[config.mk]
export PLATFORM = sky130hd
export DESIGN_NAME = if_fetch_unit
export DESIGN_NICKNAME = d
export VERILOG_FILES = /design/src/rtl/if_fetch_unit.sv
export SDC_FILE = /design/constraint.sdc
export NUM_CORES = 1
export LEC_CHECK = 0
export CORE_UTILIZATION = 50
export DETAILED_ROUTE_END_ITERATION = 8
export GPL_TIMING_DRIVEN = 0
export MAX_ROUTING_LAYER = met4
export PLACE_DENSITY = 0.79
export SKIP_CTS_REPAIR_TIMING = 1
export SLEW_MARGIN = 20
export SYNTH_ARGS = -nofsm -noshare
export SYNTH_HDL_FRONTEND = slang
export SYNTH_SLANG_ARGS = --single-unit
[constraint.sdc]
create_clock -name clk -period 7.9 [get_ports clk]
set_input_delay 1.58 -clock clk [delete_from_list [all_inputs] [get_ports clk]]
set_output_delay 1.58 -clock clk [all_outputs]
set_load 0.05 [all_outputs]
[src/rtl/if_fetch_unit.sv]
// IF stage: PC register, next-PC selection, single-outstanding SRAM-like instruction fetch
// and a small output FIFO that feeds the IF/ID register.
module if_fetch_unit #(
  parameter logic [31:0] RESET_PC   = 32'hBFC0_0000,
  parameter int          FIFO_DEPTH = 2
) (
  input  logic        clk,
  input  logic        rst,
  input  logic        IF_PCWr,
  input  logic        ID_Redirect,
  input  logic [31:0] ID_Target,
  input  logic        WB_Flush,
  input  logic [31:0] WB_Target,
  output logic        inst_req,
  output logic [31:0] inst_addr,
  input  logic        inst_addr_ok,
  input  logic        inst_data_ok,
  input  logic [31:0] inst_rdata,
  output logic        IF_Valid,
  input  logic        ID_Ready,
  output logic [31:0] IF_PC,
  output logic [31:0] IF_Instr,
  output logic        IF_WrongAddr
);

  localparam int PTR_W = $clog2(FIFO_DEPTH);
  localparam int CNT_W = PTR_W + 1;

  typedef enum logic {S_REQ, S_WAIT} state_t;

  state_t             state, state_next;
  logic [31:0]        pc, pc_next;
  logic [31:0]        fetch_pc;
  logic               discard;

  logic [31:0]        fifo_pc    [FIFO_DEPTH];
  logic [31:0]        fifo_instr [FIFO_DEPTH];
  logic               fifo_wa    [FIFO_DEPTH];
  logic [PTR_W-1:0]   rd_ptr, wr_ptr;
  logic [CNT_W-1:0]   count;

  logic               redirect, misaligned, space, issue_ok, handshake;
  logic               mis_push, data_push, push, pop;
  logic [31:0]        push_pc, push_instr;

  assign redirect   = WB_Flush | ID_Redirect;
  assign misaligned = pc[1:0] != 2'b00;
  assign space      = count < CNT_W'(FIFO_DEPTH);
  assign issue_ok   = IF_PCWr & space;
  assign handshake  = inst_req & inst_addr_ok;

  // A redirect squashes anything fetched this cycle: it belongs to the wrong path.
  assign mis_push   = (state == S_REQ) & issue_ok & misaligned & ~redirect;
  assign data_push  = (state == S_WAIT) & inst_data_ok & ~discard & ~redirect;
  assign push       = mis_push | data_push;
  assign push_pc    = mis_push ? pc : fetch_pc;
  assign push_instr = mis_push ? 32'h0 : inst_rdata;
  assign pop        = IF_Valid & ID_Ready;

  // FSM state register
  always_ff @(posedge clk or negedge rst) begin
    if (!rst) state <= S_REQ;
    else      state <= state_next;
  end

  // FSM next-state
  always_comb begin
    state_next = state;
    case (state)
      S_REQ:  if (handshake)    state_next = S_WAIT;
      S_WAIT: if (inst_data_ok) state_next = S_REQ;
      default:                  state_next = S_REQ;
    endcase
  end

  // FSM outputs; request is held low while reset is asserted
  always_comb begin
    inst_req = 1'b0;
    if (state == S_REQ)
      inst_req = rst & issue_ok & ~misaligned;
  end

  assign inst_addr = pc;

  always_comb begin
    if (WB_Flush)                  pc_next = WB_Target;
    else if (ID_Redirect)          pc_next = ID_Target;
    else if (handshake | mis_push) pc_next = pc + 32'd4;
    else                           pc_next = pc;
  end

  always_ff @(posedge clk or negedge rst) begin
    if (!rst) begin
      pc      <= RESET_PC;
      discard <= 1'b0;
    end else begin
      pc <= pc_next;
      // Remember to drop the response of a fetch that was issued on the old path.
      if (state == S_WAIT) discard <= inst_data_ok ? 1'b0 : (discard | redirect);
      else                 discard <= handshake & redirect;
    end
  end

  always_ff @(posedge clk) begin
    if (handshake) fetch_pc <= pc;
  end

  always_ff @(posedge clk or negedge rst) begin
    if (!rst) begin
      rd_ptr <= '0;
      wr_ptr <= '0;
      count  <= '0;
    end else if (redirect) begin
      rd_ptr <= '0;
      wr_ptr <= '0;
      count  <= '0;
    end else begin
      if (push) wr_ptr <= wr_ptr + 1'b1;
      if (pop)  rd_ptr <= rd_ptr + 1'b1;
      count <= count + CNT_W'(push) - CNT_W'(pop);
    end
  end

  always_ff @(posedge clk) begin
    if (push) begin
      fifo_pc[wr_ptr]    <= push_pc;
      fifo_instr[wr_ptr] <= push_instr;
      fifo_wa[wr_ptr]    <= mis_push;
    end
  end

  assign IF_Valid     = count != '0;
  assign IF_PC        = IF_Valid ? fifo_pc[rd_ptr]    : 32'h0;
  assign IF_Instr     = IF_Valid ? fifo_instr[rd_ptr] : 32'h0;
  assign IF_WrongAddr = IF_Valid & fifo_wa[rd_ptr];

endmodule
==> results.md <==
- GRT Residual Overflow: 0
- Syn Area/Cell: 13.20 um^2
- Clock Pin Slew Worst Setup and Hold Paths: 0.08 ns
- Crit. End Element: output pin
- Largest net degree at the start of global routing: 30
- Routed len/inst: 19.57 um
- Status: completed
- CP max stage cell: clkdlybuf4s50_1
- Yosys cell types: 64
- Layout Area Growth over Synthesis: 33.04%
- Antenna violations before repair: 0
- Critical path buffers and inverters: 2
- Largest cells by area after synthesis: edfxtp_1 (54%), dfrtp_1 (8.0%), mux2i_1 (7.7%)
- HPWL after DPL: 15.74 mm
- ANT cells: 0
- CP top delay family: buffers and inverters
- Die Y: 136.5 um
- Final ANT Viol Nets: 0
- Starting density of the core: 0.5175
- Post-route clock period utilization: 0.6254
- P_sw: 663.3 uW
- Share of the synthesized area in the top cell type: 0.5379
- Max Cap Viol: 0
- I/O pins: 203
- Worst EP required: 6.32 ns
- Ys Warns: 0
- Worst VDD drop: 0.1674 mV
- Top_reg_cell synth: edfxtp_1
- Hold Path Cell Cnt: 0
- Most frequent cell after synthesis: edfxtp_1
- Clock root cell: clkbuf_16
- Fin worst setup slack: 2.959 ns
- Crit-path cells: clkdlybuf4s50_1 > nor3b_1 > and3_1 > clkdlybuf4s50_1
- Post-Synthesis Cells: 685
- Die X: 136.5 um
- Unrepaired setup endpoints after global routing: no
- CTS max path bufs: 2
- Sink Count: 200
- GP Congestion: 0.9185
- Synth async-reset ratio: 0.1900
- Site Rows: 48
- Cell area after synthesis: 9044 um^2
- Combinational power share: 0.150
- Core box area: 17,480 um^2
- Relative slew slack: 0.3966
- Hold WS: 0.5054 ns
- Worst-Margin Slew: 0.9052 ns
- First-pass GRT wire length: 34.78 mm
- Final Max Tran Viols: 0
- DIE AREA: 18,630 um^2
- Clock latency on the worst-skew pair: 0.43 ns
- Place WS: 2.965 ns
- Endpoints failing setup: 0
- Fraction of layout instances using a drive strength above 1: 0.1135
- Drt pass-1 iters: 5
- Power share of the sequential group: 0.513
- Setup_tns: 0 ns
- Total number of vias: 6,502
- Vias in the first global route: 6,411
- Crit Path Max Fanout: 3
- Fin nets: 1,019
- Max frequency: 0.2024 GHz
- CP Launch Type: primary input
- Cell count along the critical path: 4
- Minimum clock period: 4.941 ns
- IO Port Bufs: 202
- Global-route usage over all layers: 0.2599
- Final wirelength: 22.50 mm
- Syn nets: 792
- CTS tree: done
- Initial drt markers: 621
- # DRC: 0
- Clk pwr share: 0.337
- H-tree depth: 4
- Int Power: 1742 uW
- Most used cell, CP: clkdlybuf4s50_1
- Post-synthesis register bit count: 200
- Final Hold Violating Endpoints: 0
- WS Path Type: in2out
- List of most frequent post-synthesis cells: edfxtp_1 (162), nor2_1 (92), mux2i_1 (70)
- Worst Reg-to-Reg Cells: 7
- Net Sw Frac: 0.2757
- Largest area contributor in the netlist: edfxtp_1
- Number of synthesized flops with an enable pin: 162
- Via density: 5.654
- Power Density: 200.0 nW/um^2
- Num CTS Buffers: 17
- Post-synthesis sequential area ratio: 0.6443
- Leakage: 0.004078 uW
- Design Power: 2406 uW
- Critical path arrival: 3.36 ns
- Slowest stage delay, CP: 0.81 ns
- Worst clock skew: 0.008924 ns
- Worst hold path class: reg2reg
[worst register-to-register path, stage by stage (launching register included)]
cell,delay [ns]
dfrtp_1,0.42
or3b_1,0.47
nor3_1,0.22
buf_2,0.34
a21oi_1,0.19
nor2b_4,0.62
buf_12,0.27
buf_12,0.22
[power by group through the flow]
stage	Combinational (uW)	Sequential, uW	Clock (uW)
global placement	352	1260	0
detailed placement	360	1260	0
global route	384	1240	854
floorplan	142	1310	0
CTS	362	1230	815
finish	362	1230	810
[state kept, by name (all words and copies together) (netlist names)]
| name | flops |
|---|---|
| rd_ptr | 1 |
| fifo_instr | 64 |
| fifo_wa | 2 |
| state | 1 |
| wr_ptr | 1 |
| inst_addr | 32 |
| count | 2 |
| discard | 1 |
| fetch_pc | 32 |
| fifo_pc | 64 |
[routing by layer]
metal / vias up / track usage / wire length [um]
li1: 2997 / - / -
met1: 3148 / 0.3400 / 9622
met2: 325 / 0.4095 / 10740
met3: 32 / 0.04444 / 1678
met4: 0 / 0.09383 / 466
met5: - / - / 0
[through the flow]
stage / area (um^2) / instances / utilization
5_1_grt: 12030 / 1150 / 0.6884
3_5_place_dp: 11480 / 1118 / 0.6571
6_report: 12030 / 1150 / 0.6884
4_1_cts: 12030 / 1150 / 0.6884
3_3_place_gp: 11350 / 1112 / 0.6493
2_1_floorplan: 9044 / 685 / -
[cells in the final DEF, fill, tap and decap left out, types with 17 or more instances in the layout]
master	synthesis	layout
nor2_1	92	91
clkbuf_1	22	22
o21ai_0	18	18
mux2i_1	70	70
clkbuf_16	0	17
clkdlybuf4s50_1	0	201
nand2_1	35	35
dfrtp_1	29	29
mux2_2	30	30
edfxtp_1	162	162
nor2b_1	34	33
[final timing paths]
| kind | startpoint | end | slack, ns |
|---|---|---|---|
| min in group asynchronous | rst | inst_addr[19] | 1.04 |
| min reg2reg | inst_addr[4] | fetch_pc[4] | 0.51 |
| max reg2reg | count[1] | fifo_instr[1][31] | 4.85 |
| max in group asynchronous | rst | inst_addr[26] | 6.30 |
| min | inst_addr[4] | fetch_pc[4] | 0.51 |
| max | IF_PCWr | inst_req | 2.96 |
[logic make-up (layout without fill, tap and decap cells)]
| group | count (synthesis) | after routing | share of synthesized area |
|---|---|---|---|
| and+or+nand+nor | 227 | 227 | 0.1296 |
| DFF | 200 | 200 | 0.6443 |
| muxes | 100 | 100 | 0.1148 |
| AOI/OAI and AO/OA | 89 | 89 | 0.06766 |
| buffers and inverters | 50 | 290 | 0.02393 |
| xor gates and xnor gates | 16 | 16 | 0.01550 |
| adders and majority gates | 3 | 3 | 0.004151 |
[cell type report]
class	count	area (um^2)
sequential	200	5827
fill	1254	5445
multi-input combinational	435	3015
timing repair buffer	208	2145
clock buffer	17	425.4
tap	225	281.5
buffer	40	178.9
clock inverter	15	121.4
inverter	10	37.54
(Power assumes the default switching activity.)
